--- src/rtl/multi_timer_pkg.sv ---
// multi_timer_pkg: register map, CTRL layout and prescaler divisors for multi_timer
package multi_timer_pkg;
  localparam logic [2:0] OFF_CTRL      = 3'd0;
  localparam logic [2:0] OFF_RELOAD_LO = 3'd1;
  localparam logic [2:0] OFF_RELOAD_HI = 3'd2;
  localparam logic [2:0] OFF_COUNT_LO  = 3'd3;
  localparam logic [2:0] OFF_COUNT_HI  = 3'd4;
  localparam logic [2:0] OFF_STATUS    = 3'd5;
  localparam logic [2:0] OFF_FLAGS_ALL = 3'd6;
  localparam int CTRL_PSEL_LSB = 0;
  localparam int CTRL_IRQ_EN   = 2;
  localparam int CTRL_MODE     = 3;
  localparam int CTRL_RUN      = 4;
  localparam logic [1:0] PSEL_DIV1    = 2'd0;
  localparam logic [1:0] PSEL_DIV8    = 2'd1;
  localparam logic [1:0] PSEL_DIV64   = 2'd2;
  localparam logic [1:0] PSEL_DIV1024 = 2'd3;
  localparam int PRESC_W = 10;
  localparam logic [PRESC_W-1:0] DIV1_M1    = 10'd0;
  localparam logic [PRESC_W-1:0] DIV8_M1    = 10'd7;
  localparam logic [PRESC_W-1:0] DIV64_M1   = 10'd63;
  localparam logic [PRESC_W-1:0] DIV1024_M1 = 10'd1023;
  function automatic logic [PRESC_W-1:0] div_m1(input logic [1:0] psel);
    return psel == PSEL_DIV1 ? DIV1_M1 : psel == PSEL_DIV8 ? DIV8_M1 :
           psel == PSEL_DIV64 ? DIV64_M1 : DIV1024_M1;
  endfunction
endpackage

--- src/rtl/multi_timer_channel.sv ---
// timer_channel: one prescaled down-counter with reload, flag and CTRL register
module timer_channel
  import multi_timer_pkg::*;
#(
  parameter int CNT_W = 16
) (
  input  logic             clk,
  input  logic             rst,
  input  logic             wr_ctrl,
  input  logic             wr_hi,
  input  logic             wr_lo,
  input  logic             rd_lo,
  input  logic             rd_status,
  input  logic [7:0]       din,
  output logic [7:0]       count_lo,
  output logic [CNT_W-9:0] snap,
  output logic             flag,
  output logic             irq_en,
  output logic [7:0]       ctrl
);
  logic [CNT_W-1:0]   count_q, count_d, reload_q, reload_d;
  logic [CNT_W-9:0]   hi_q, hi_d, snap_q, snap_d;
  logic [PRESC_W-1:0] presc_q, presc_d;
  logic [1:0]         psel_q, psel_d;
  logic               flag_q, flag_d, irq_en_q, irq_en_d, mode_q, mode_d, run_q, run_d;
  always_comb begin
    count_d  = count_q;
    reload_d = reload_q;
    hi_d     = hi_q;
    presc_d  = presc_q;
    psel_d   = psel_q;
    irq_en_d = irq_en_q;
    mode_d   = mode_q;
    run_d    = run_q;
    flag_d   = flag_q & ~rd_status;
    snap_d   = rd_lo ? count_q[CNT_W-1:8] : snap_q;
    if (wr_ctrl) begin
      psel_d   = din[CTRL_PSEL_LSB +: 2];
      irq_en_d = din[CTRL_IRQ_EN];
      mode_d   = din[CTRL_MODE];
      run_d    = din[CTRL_RUN];
      presc_d  = psel_d != psel_q ? '0 : presc_q;
    end else if (wr_hi) begin
      hi_d = din[CNT_W-9:0];
    end else if (wr_lo) begin
      reload_d = {hi_q, din};
      count_d  = {hi_q, din};
      presc_d  = '0;
      flag_d   = 1'b0;
      run_d    = 1'b1;
    end else if (run_q) begin
      presc_d = presc_q == div_m1(psel_q) ? '0 : presc_q + 10'd1;
      if (presc_q == div_m1(psel_q)) begin
        count_d = count_q != '0 ? count_q - CNT_W'(1) : mode_q ? reload_q : '0;
        flag_d  = count_q == '0 ? 1'b1 : flag_d;
        run_d   = count_q != '0 || mode_q;
      end
    end
  end
  always_ff @(posedge clk) begin
    if (rst) begin
      count_q  <= '0;
      reload_q <= '0;
      hi_q     <= '0;
      snap_q   <= '0;
      presc_q  <= '0;
      psel_q   <= '0;
      flag_q   <= 1'b0;
      irq_en_q <= 1'b0;
      mode_q   <= 1'b0;
      run_q    <= 1'b0;
    end else begin
      count_q  <= count_d;
      reload_q <= reload_d;
      hi_q     <= hi_d;
      snap_q   <= snap_d;
      presc_q  <= presc_d;
      psel_q   <= psel_d;
      flag_q   <= flag_d;
      irq_en_q <= irq_en_d;
      mode_q   <= mode_d;
      run_q    <= run_d;
    end
  end
  assign count_lo = count_q[7:0];
  assign snap     = snap_q;
  assign flag     = flag_q;
  assign irq_en   = irq_en_q;
  assign ctrl     = {3'b000, run_q, mode_q, irq_en_q, psel_q};
endmodule

--- src/rtl/multi_timer.sv ---
// multi_timer: NUM_CH bus-mapped timer channels with registered read port and combined irq
module multi_timer
  import multi_timer_pkg::*;
#(
  parameter int NUM_CH = 4,
  parameter int CNT_W  = 16
) (
  input  logic       clk,
  input  logic       rst,
  input  logic       enable,
  input  logic       we_n,
  input  logic [5:0] A,
  input  logic [7:0] DI,
  output logic [7:0] DO,
  output logic       OE,
  output logic       irq_n
);
  logic [2:0]        ch, off;
  logic              wr, rd;
  logic [NUM_CH-1:0] sel, flags, irq_ens;
  logic [7:0]        ch_byte [NUM_CH];
  logic [7:0]        rd_byte, do_q, do_d;
  logic              oe_q, oe_d, irq_n_q, irq_n_d;
  assign ch  = A[5:3];
  assign off = A[2:0];
  assign wr  = enable & ~we_n;
  assign rd  = enable & we_n;
  genvar i;
  for (i = 0; i < NUM_CH; i++) begin : g_ch
    logic [7:0]       count_lo, ctrl;
    logic [CNT_W-9:0] snap;
    assign sel[i] = ch == 3'(i);
    timer_channel #(.CNT_W(CNT_W)) u_ch (
      .clk       (clk),
      .rst       (rst),
      .wr_ctrl   (wr && sel[i] && off == OFF_CTRL),
      .wr_hi     (wr && sel[i] && off == OFF_RELOAD_HI),
      .wr_lo     (wr && sel[i] && off == OFF_RELOAD_LO),
      .rd_lo     (rd && sel[i] && off == OFF_COUNT_LO),
      .rd_status (rd && sel[i] && off == OFF_STATUS),
      .din       (DI),
      .count_lo  (count_lo),
      .snap      (snap),
      .flag      (flags[i]),
      .irq_en    (irq_ens[i]),
      .ctrl      (ctrl)
    );
    assign ch_byte[i] = off == OFF_CTRL     ? ctrl :
                        off == OFF_COUNT_LO ? count_lo :
                        off == OFF_COUNT_HI ? 8'(snap) :
                        off == OFF_STATUS   ? {irq_ens[i], 6'b000000, flags[i]} : 8'h00;
  end
  always_comb begin
    rd_byte = 8'h00;
    for (int k = 0; k < NUM_CH; k++) rd_byte = rd_byte | (sel[k] ? ch_byte[k] : 8'h00);
    do_d    = !rd ? 8'h00 : off == OFF_FLAGS_ALL ? 8'(flags) : rd_byte;
    oe_d    = rd;
    irq_n_d = ~|(flags & irq_ens);
  end
  always_ff @(posedge clk) begin
    if (rst) begin
      do_q    <= 8'h00;
      oe_q    <= 1'b0;
      irq_n_q <= 1'b1;
    end else begin
      do_q    <= do_d;
      oe_q    <= oe_d;
      irq_n_q <= irq_n_d;
    end
  end
  assign DO    = do_q;
  assign OE    = oe_q;
  assign irq_n = irq_n_q;
endmodule

--- config.mk ---
export PLATFORM = sky130hd
export DESIGN_NAME = multi_timer
export DESIGN_NICKNAME = d
export VERILOG_FILES = /design/src/rtl/multi_timer_pkg.sv /design/src/rtl/multi_timer_channel.sv /design/src/rtl/multi_timer.sv
export SDC_FILE = /design/constraint.sdc
export NUM_CORES = 1
export LEC_CHECK = 0
export ABC_CLOCK_PERIOD_IN_PS = 5700
export CELL_PAD_IN_SITES_DETAIL_PLACEMENT = 1
export CELL_PAD_IN_SITES_GLOBAL_PLACEMENT = 1
export CORE_UTILIZATION = 45
export DETAILED_ROUTE_END_ITERATION = 16
export PLACE_DENSITY = 0.88
export SLEW_MARGIN = 20
export SYNTH_ARGS = -nofsm -noshare
export SYNTH_HDL_FRONTEND = slang
export SYNTH_HIERARCHICAL = 1
export SYNTH_SLANG_ARGS = --single-unit
--- constraint.sdc ---
create_clock -name clk -period 5.7 [get_ports clk]
set_input_delay 1.14 -clock clk [delete_from_list [all_inputs] [get_ports clk]]
set_output_delay 1.14 -clock clk [all_outputs]
set_load 0.005 [all_outputs]
Word-level counts from Yosys, hierarchy flattened
Cells that the tools add are included.
{ "word_totals": {"register_bits": 266, "in_bits": 18, "out_inout_bits": 10, "elab_cells": 308} }
{ "classes": {"addsub": 8, "n_eq_ne": 33, "n_mux": 121, "n_bitwise": 24, "n_reduce_logical": 78} }
{ "ops": {"columns": ["op", "count"], "rows": [
  ["2-to-1 mux 10 bit", 36],
  ["2-to-1 mux 16 bit", 20],
  ["2-to-1 mux 8 bit", 20],
  ["logical NOT 16 bit", 4],
  ["nonzero test 16 bit", 4],
  ["subtractor 16 x 1 -> 16 bit (second input constant)", 4],
  ["2-to-1 mux 1 bit", 44],
  ["adder 10 x 1 -> 10 bit (second input constant)", 4],
  ["== test 10 bit", 4],
  ["logical AND 1 bit", 28],
  ["bitwise OR 8 bit", 3],
  ["AND reduction 3 bit", 8],
  ["AND reduction 4 bit", 4],
  ["nonzero test 2 bit", 8],
  ["inverter 1 bit", 14],
  ["== test 3 x 2 -> 1 bit (second input constant)", 4],
  ["nonzero test 3 bit", 4],
  ["== test 3 bit (second input constant)", 3],
  ["== test 2 x 1 -> 1 bit (second input constant)", 4],
  ["== test 2 bit (second input constant)", 4],
  ["logical NOT 2 bit", 4],
  ["!= test 2 x 1 -> 1 bit (second input constant)", 4],
  ["!= test 2 bit", 4],
  ["!= test 2 bit (second input constant)", 4],
  ["other kinds (11)", 24]
]} }

Depth between registers and ports, before layout
Gate-level depths: netlist (run 1).
{ "depth": {"word_depth": 11, "ltp_mapped": 13, "mapped_depth_nobuf": 9} }

Cells and area by module
The synthesis (run 1) kept the hierarchy.
{ "by_module_without_submodules": {"columns": ["mod", "instances", "cells_per_inst", "area_per_inst_um2", "seq_area_each_um2"], "rows": [
  ["timer_channel", 4, 406, 3271.9, 1281.2],
  ["multi_timer", 1, 225, 1417.6, 200.2]
]} }

Worst setup path before layout (run 1)
Ideal clock, no wire load.
{ "synth_timing": {"kind": "in2reg", "from": "input A[4]", "to": "register g_ch[1].u_ch.presc_q[8]", "setup_ps": 131, "t_arrival_ps": 3257, "t_required_ps": 5569, "slack_ps": 2311, "cell_stages": 10, "path_buffers": 2, "cell_sequence": "buf_2 > or3b_2 > clkbuf_1 > nor2_1 > nor3_1 > a311oi_2 > and2_1 > nand4_1 > xor2_1 > nor2_1"} }
{ "synth_via": {"elab_chain_len": 6, "word_cells_on_any_way": 12} }
{ "synth_lines": {"columns": ["element", "line_no", "rtl"], "rows": [
  ["start, declared", "multi_timer.sv:12", "input logic [5:0] A,"],
  ["== test 3 x 1 -> 1 bit *", "multi_timer.sv:32", "assign sel[i] = ch == 3'(i);"],
  ["logical AND 1 bit *", "multi_timer.sv:36, multi_timer.sv:37, multi_timer.sv:38", null],
  ["logical AND 1 bit", "multi_timer.sv:38", ".wr_lo (wr && sel[i] && off == OFF_RELOAD_LO),"],
  ["2-to-1 mux 10 bit", "multi_timer_channel.sv:45", "end else if (wr_lo) begin"],
  ["2-to-1 mux 10 bit", "multi_timer_channel.sv:43", "end else if (wr_hi) begin"],
  ["2-to-1 mux 10 bit", "multi_timer_channel.sv:37", "if (wr_ctrl) begin"],
  ["end signal, assigned", "multi_timer_channel.sv:77", "presc_q <= presc_d;"],
  ["end, declared", "multi_timer_channel.sv:23", "logic [PRESC_W-1:0] presc_q, presc_d;"]
]} }
Every way passes the cells marked *; elsewhere a longest branch is shown, timed or not. The select of a mux whose other input is x is not followed.
A chain may end at the register's enable or synchronous reset.

Worst setup path in the final report (run 1)
{ "layout_timing": {"from": "input A[3]", "to": "register g_ch[3].u_ch.count_q[15]"} }
{ "layout_via": {"elab_chain_len": 5, "word_cells_on_any_way": 11} }
{ "layout_lines": {"columns": ["element", "line_no", "rtl"], "rows": [
  ["== test 3 x 2 -> 1 bit *", "multi_timer.sv:32", null],
  ["logical AND 1 bit *", "multi_timer.sv:36, multi_timer.sv:37, multi_timer.sv:38", null],
  ["logical AND 1 bit, on equally long branches", "multi_timer.sv:38, multi_timer.sv:36, multi_timer.sv:37", null],
  ["nonzero test 2 bit (no line) or inverter 1 bit (tied branches)", null, null],
  ["AND reduction 4 bit (no line)", null, null],
  ["end signal, assigned", "multi_timer_channel.sv:73", "count_q <= count_d;"],
  ["end, declared", "multi_timer_channel.sv:21", "logic [CNT_W-1:0] count_q, count_d, reload_q, reload_d;"]
]} }
Every way passes the cells marked *; elsewhere a longest branch is shown, timed or not.

==> results.json, run 1 <==
{
  "outcome": "finished clean",
  "yosysMostFrequentCell": "nand2_1",
  "die_x_microns": 181.5,
  "yosys-top-cells-count": "279 x nand2_1, 266 x dfxtp_1, 217 x a21oi_1",
  "synth-xor-area-share_pct": 4.347,
  "fin_crit_sh_pct": 75.74,
  "wl_per_cell_microns": 21.51,
  "synthTopCellsByArea": "dfxtp_1 37%, a21oi_1 7.5%, nand2_1 7.2%",
  "synth.mux.area_fraction_pct": 4.304,
  "cp.depth": 10,
  "setup_tns_ns": 0,
  "io_pins": 28,
  "dr_wl_met2_microns": 22300,
  "critPathBufInv": 3,
  "dp_hpwl_microns": 31370,
  "cp-start-kind": "primary input",
  "path_clk_slew_ns": 0.06,
  "drt_iter0_drc": 1052,
  "viasPerCell": 6.241,
  "yosysSeqAreaShare_pct": 36.71,
  "yosysWarnings": 6,
  "clock_latency_ns": 0.57,
  "synth_ff_type": "dfxtp_1",
  "relSlewSlack_pct": 30.08,
  "synthAdderAreaFrac_pct": 1.035,
  "grtUsageTotal_pct": 28.44,
  "synth_compound_area_share_pct": 20.51,
  "drt-met1-wl_microns": 20830,
  "leakage_nw": 5.413,
  "placement.io_buffers": 27,
  "syn_inst": 1849,
  "tightest_slew_ns": 1.046,
  "place.gp.congestion": 1.008,
  "rows": 65,
  "finalSetupViolCount": 0,
  "htreeDepth": 1,
  "ant_nets": 0,
  "antenna_found_initial": 0,
  "post_cts_resized": 0,
  "worstHoldPathCells": 2,
  "ys_ff_latch": 266,
  "setup_ws_ns": 1.383,
  "synth_top_family_by_area": "simple AND/OR/NAND/NOR gates",
  "synthArstFlopShare_pct": 0,
  "synth_top_cell_area_share_pct": 36.71,
  "layout-drive-gt1-share_pct": 8.018,
  "path_cells": "clkdlybuf4s50_1 -> nand2_1 -> or2_2 -> nor2_2 -> buf_4 -> inv_1 -> nor3_2 -> a31oi_2 -> or3_1 -> a21oi_1",
  "final_max_slew_viol_count": 0,
  "yosysUniqueCellTypes": 65,
  "hold_path_class": "reg -> reg",
  "worstPathRequired_ns": 6.18,
  "clockBufferDepth": 3,
  "synth.cell_area_sq_mm": 0.01451,
  "first_global_vias": 13770,
  "synth-edff-count": 0,
  "dieArea_sq_mm": 0.03296,
  "vias": 13720,
  "first_pass_iters": 5,
  "numCtsBuffers": 30,
  "start_util_pct": 45.85,
  "fp.dieH_microns": 181.5,
  "cp-end-kind": "flip-flop",
  "antenna_cells": 0,
  "cpPeakStageDelay_ns": 0.82,
  "finalHoldViolations": 0,
  "min_period_ns": 4.317,
  "critical-path-top-delay-family": "simple AND/OR/NAND/NOR gates",
  "crit_type": "in -> reg",
  "cts_tree": "yes",
  "post-place-ws_ns": 0.9833,
  "utilization_pct": 49.42,
  "crit_slowest_cell": "clkdlybuf4s50_1",
  "wl_microns": 47280,
  "grt_start_max_net_pins": 165,
  "yosys.area_share.simple_pct": 26.08,
  "grt_pass1_wl_microns": 75620,
  "post_cts_buffers": 0,
  "synthToLayoutAreaGrowth_pct": 7.780,
  "r2r_cells": 6,
  "route.detailed.drc": 0,
  "cts_root_buffer": "clkbuf_16",
  "cts_hold_buf": 0,
  "core-area_sq_mm": 0.03164,
  "grt-ovfl-total": 0,
  "clock_sinks": 266,
  "maxCapViolations": 0,
  "cp.arrival_ns": 4.80,
  "final_nets": 1806,
  "fin_skew_ns": 0.01094,
  "rsz0062_at_grt": "false",
  "yosysTopAreaCell": "dfxtp_1",
  "powerDensity_mw_per_mm2": 256.9,
  "path_max_fanout": 32,
  "top_layer": "met4",
  "ir_worst_vdd_mv": 0.2325,
  "max_freq_mhz": 231.6,
  "avgSynthCellArea_sq_um": 7.845,
  "dr_wl_met3_microns": 2574
}
-- flip-flops by register name, indices dropped and copies added (netlist names), 8 cells and up --
name / flops
DO: 8
g_ch.u_ch/reload_q: 64
g_ch.u_ch/presc_q: 40
g_ch.u_ch/snap: 32
g_ch.u_ch/hi_q: 32
g_ch.u_ch/psel_q: 8
g_ch.u_ch/count_q: 64
-- through the flow --
step	std cells	cell area (sq um)	hold slack [ns]	power, W
after floorplan	1857	14540	0.4321	0.002034
after global placement	2146	14650	0.4386	0.002105
after detailed placement	2146	14650	0.4487	0.002110
after CTS	2198	15630	0.4568	0.004049
after global routing	2198	15630	0.4772	0.004141
final	2198	15630	0.4531	0.004016
-- path summary, 6_finish.rpt --
| path | startpoint | endpoint | slack (ns) |
|---|---|---|---|
| worst max register to register | g_ch[3].u_ch/count_q[2]$_SDFFE_PP0P_ | g_ch[3].u_ch/count_q[5]$_SDFFE_PP0P_ | 2.75 |
| worst max-delay path | A[3] | g_ch[3].u_ch/count_q[15]$_SDFFE_PP0P_ | 1.38 |
| worst min register to register | g_ch[2].u_ch/reload_q[15]$_SDFFE_PP0P_ | g_ch[2].u_ch/reload_q[15]$_SDFFE_PP0P_ | 0.45 |
| worst min-delay path | g_ch[2].u_ch/reload_q[15]$_SDFFE_PP0P_ | g_ch[2].u_ch/reload_q[15]$_SDFFE_PP0P_ | 0.45 |
-- power by group --
part,leakage (nW),internal [W],switching (W)
sequential,2.14,0.00186,0.00000449
clock,0.494,0.00116,0.000784
combinational,2.78,0.0000595,0.000150
total,5.41,0.00308,0.000939
-- worst register-to-register path, delay by kind of cell, from the launching register on --
family | cells | cell delay (ns)
flops | 1 | 0.42
compound gates | 3 | 0.67
simple gates | 3 | 1.78
-- cell type report --
class | instances | area [sq um]
Clock buffer | 46 | 932.1
Clock inverter | 6 | 55.05
Fill cell | 3835 | 16000
Inverter | 18 | 67.56
Multi-Input combinational cell | 1400 | 8219
Sequential cell | 266 | 5325
Tap cell | 402 | 503.0
Timing Repair Buffer | 60 | 531.8
-- cells by family (layout without fill, tap and decap cells) --
family,after synthesis,in the layout
other,4,12
buffers and inverters,191,130
muxes,62,62
and+or+nand+nor,768,768
xor gates and xnor gates,72,72
adders and majority gates,12,12
AOI/OAI and AO/OA,474,474
DFF,266,266
-- metal layers --
metal,global-route usage (%),vias to the layer above
met5,0,-
met4,10.27,0
met3,3.530,107
met2,47.49,417
met1,37.61,6829
li1,-,6365
-- cells in the final DEF (no fill, tap or decap), drive strengths merged, types with 16 or more instances in the layout --
master | netlist | routed
mux2i | 59 | 59
clkbuf | 72 | 46
clkdlybuf4s50 | 0 | 26
nand2b | 17 | 17
nor2b | 24 | 24
nor3 | 93 | 93
nand4 | 18 | 18
a211oi | 69 | 69
o21ai | 42 | 42
nor2 | 186 | 186
nor4 | 16 | 16
buf | 101 | 34
a21oi | 217 | 217
a31oi | 33 | 33
xnor2 | 24 | 24
and2 | 18 | 18
xor2 | 48 | 48
dfxtp | 266 | 266
nand2 | 279 | 279
nand3 | 60 | 60
a22oi | 16 | 16
inv | 18 | 18
o211ai | 27 | 27
No activity file was read; power rests on OpenSTA's default activity.
==> run 2, diff against run 1 <==
Settings changed: ABC_CLOCK_PERIOD_IN_PS 5700 to 3700, CORE_UTILIZATION 45 to 43.
Clock period 5.7 ns to 3.7 ns, I/O delays scaled along.
==> run 2 against run 1 <==
Compared with the run above: first-iteration DRC count is 4.1% higher; clock-buffer cell count is 1 lower; final area is 2.3% higher; setup slack worse by 0.84 ns; total power is 56% higher; via count is 1.3% higher; sequential cell count stayed put; sequential power is 54% higher; hold slack better by 0.0013 ns; critical path type unchanged.
==> results.json, run 2 (same netlist as run 1, synthesis figures left out) <==
{
  "outcome": "finished clean",
  "cp-end-kind": "flip-flop",
  "fin_skew_ns": 0.006918,
  "route.detailed.drc": 0,
  "fin_crit_sh_pct": 85.23,
  "die_x_microns": 185.7,
  "start_util_pct": 44.13,
  "comb_power_share_pct": 5.4,
  "worstPathRequired_ns": 4.20,
  "grtUsageTotal_pct": 28.81,
  "layout-drive-gt1-share_pct": 9.918,
  "most-common-layout-cells": "279 x nand2_1, 266 x dfxtp_1, 217 x a21oi_1, 182 x nor2_1, 81 x nor3_1",
  "hold_path_class": "reg -> reg",
  "netSwitchingFraction_pct": 23.48,
  "post_dp_cell_area_sq_mm": 0.01499,
  "clkPwrFrac_pct": 48.6,
  "first_global_vias": 14410,
  "vias": 13900,
  "worstHoldPathCells": 2,
  "power.internal_w": 0.004782,
  "grt-ovfl-total": 0,
  "io_pins": 28,
  "relSlewSlack_pct": 23.84,
  "placement.io_buffers": 27,
  "clock_latency_ns": 0.57,
  "place.gp.congestion": 0.9348,
  "wl_microns": 49050,
  "viasPerCell": 6.098,
  "path_clk_slew_ns": 0.06,
  "core-area_sq_mm": 0.03287,
  "path_max_fanout": 11,
  "clock_sinks": 266,
  "fin_cells": 2280,
  "reg.largest.list": "g_ch.u_ch/count_q (64), g_ch.u_ch/reload_q (64), g_ch.u_ch/presc_q (40)",
  "fp.dieH_microns": 185.7,
  "grt_pass1_wl_microns": 78600,
  "dieArea_sq_mm": 0.03447,
  "r2r_cells": 8,
  "cts_tree": "yes",
  "clockBufferDepth": 3,
  "ir_worst_vdd_mv": 0.3217,
  "post_cts_resized": 0,
  "finalHoldViolations": 0,
  "antenna_found_initial": 5,
  "first_pass_iters": 5,
  "post_cts_buffers": 0,
  "crit_type": "in -> reg",
  "powerDensity_mw_per_mm2": 390.8,
  "leakage_nw": 5.606,
  "min_period_ns": 3.153,
  "setup_tns_ns": 0,
  "drt_iter0_drc": 1095,
  "cp.arrival_ns": 3.65,
  "ant_nets": 0,
  "place_inst": 2225,
  "p_switching_w": 0.001467,
  "numCtsBuffers": 30,
  "synthToLayoutAreaGrowth_pct": 10.24,
  "p_seq_share_pct": 46.0,
  "rsz0062_at_grt": "false",
  "cts_root_buffer": "clkbuf_16",
  "cts_hold_buf": 0,
  "final_area_sq_mm": 0.01599,
  "maxCapViolations": 0,
  "grt_start_max_net_pins": 111,
  "rows": 66,
  "wl_per_cell_microns": 21.51,
  "finalSetupViolCount": 0,
  "final_nets": 1845,
  "final_max_slew_viol_count": 0,
  "htreeDepth": 1,
  "final_common_cell": "nand2_1",
  "dp_hpwl_microns": 33230,
  "cp-start-kind": "primary input",
  "tightest_slew_ns": 1.139,
  "max_freq_mhz": 317.1
}
==> run 2: cell count changes in the layout (fill, tap and decap cells not counted) <==
cell,previous run,this run
bufinv_16,1,2
clkbuf_8,10,8
buf_4,32,71
diode_2,0,3
clkbuf_1,5,6
==> run 2: area by class of cell <==
type,count,area [sq um]
diodes,3,7.507
clock buffers,45,908.4
clock inverters,7,85.08
fillers,4007,16880
inverters,18,67.56
multi-input cells,1400,8219
flip-flops and latches,266,5325
well taps,442,553.0
repair buffers,99,824.5
==> run 2: worst paths after layout <==
check                                        startpoint                                     to  slack (ns)
setup / recovery                                   A[1]  g_ch[0].u_ch/count_q[15]$_SDFFE_PP0P_        0.55
hold / removal    g_ch[2].u_ch/reload_q[1]$_SDFFE_PP0P_  g_ch[2].u_ch/reload_q[1]$_SDFFE_PP0P_        0.45
setup reg to reg   g_ch[0].u_ch/count_q[0]$_SDFFE_PP0P_  g_ch[0].u_ch/count_q[15]$_SDFFE_PP0P_        1.00
hold reg to reg   g_ch[2].u_ch/reload_q[1]$_SDFFE_PP0P_  g_ch[2].u_ch/reload_q[1]$_SDFFE_PP0P_        0.45
==> run 2: through the flow <==
step           utilization (%)  worst slack (ns)  total power, W  hold slack, ns
4_1_cts                  48.63            0.6021        0.006277          0.4563
6_report                 48.65            0.5466        0.006249          0.4544
5_1_grt                  48.64            0.4346        0.006420          0.4765
3_5_place_dp             45.61            0.1295        0.003265          0.4471
3_3_place_gp             45.61            0.2266        0.003258          0.4421
2_1_floorplan                -            0.7114        0.003133          0.4321
==> run 2: layer usage <==
| layer | vias to the layer above | global-route usage (%) | share of wire, % |
|---|---|---|---|
| met5 | - | 0 | 0.027 |
| li1 | 6440 | - | - |
| met4 | 2 | 10.72 | 3.2 |
| met2 | 430 | 49.33 | 48 |
| met1 | 6921 | 37.04 | 43 |
| met3 | 110 | 3.326 | 6.0 |
==> run 2: worst max-delay path: stages <==
cell and delay, ns:
clkdlybuf4s50_1 0.61, inv_1 0.24, nand4_1 0.14, buf_4 0.20, nor2_2 0.29, inv_1 0.23, nor3_2 0.34, a31oi_2 0.10
buf_4 0.22, or3_1 0.39, a21oi_1 0.14
==> run 2: power groups by stage <==
| stage | Combinational [W] | Clock (W) | Sequential [W] |
|---|---|---|---|
| 3_5_place_dp | 0.000325 | 0 | 0.00294 |
| 4_1_cts | 0.000328 | 0.00307 | 0.00288 |
| 2_1_floorplan | 0.000196 | 0 | 0.00294 |
| 3_3_place_gp | 0.000319 | 0 | 0.00294 |
| 5_1_grt | 0.000356 | 0.00319 | 0.00288 |
| 6_report | 0.000336 | 0.00304 | 0.00288 |
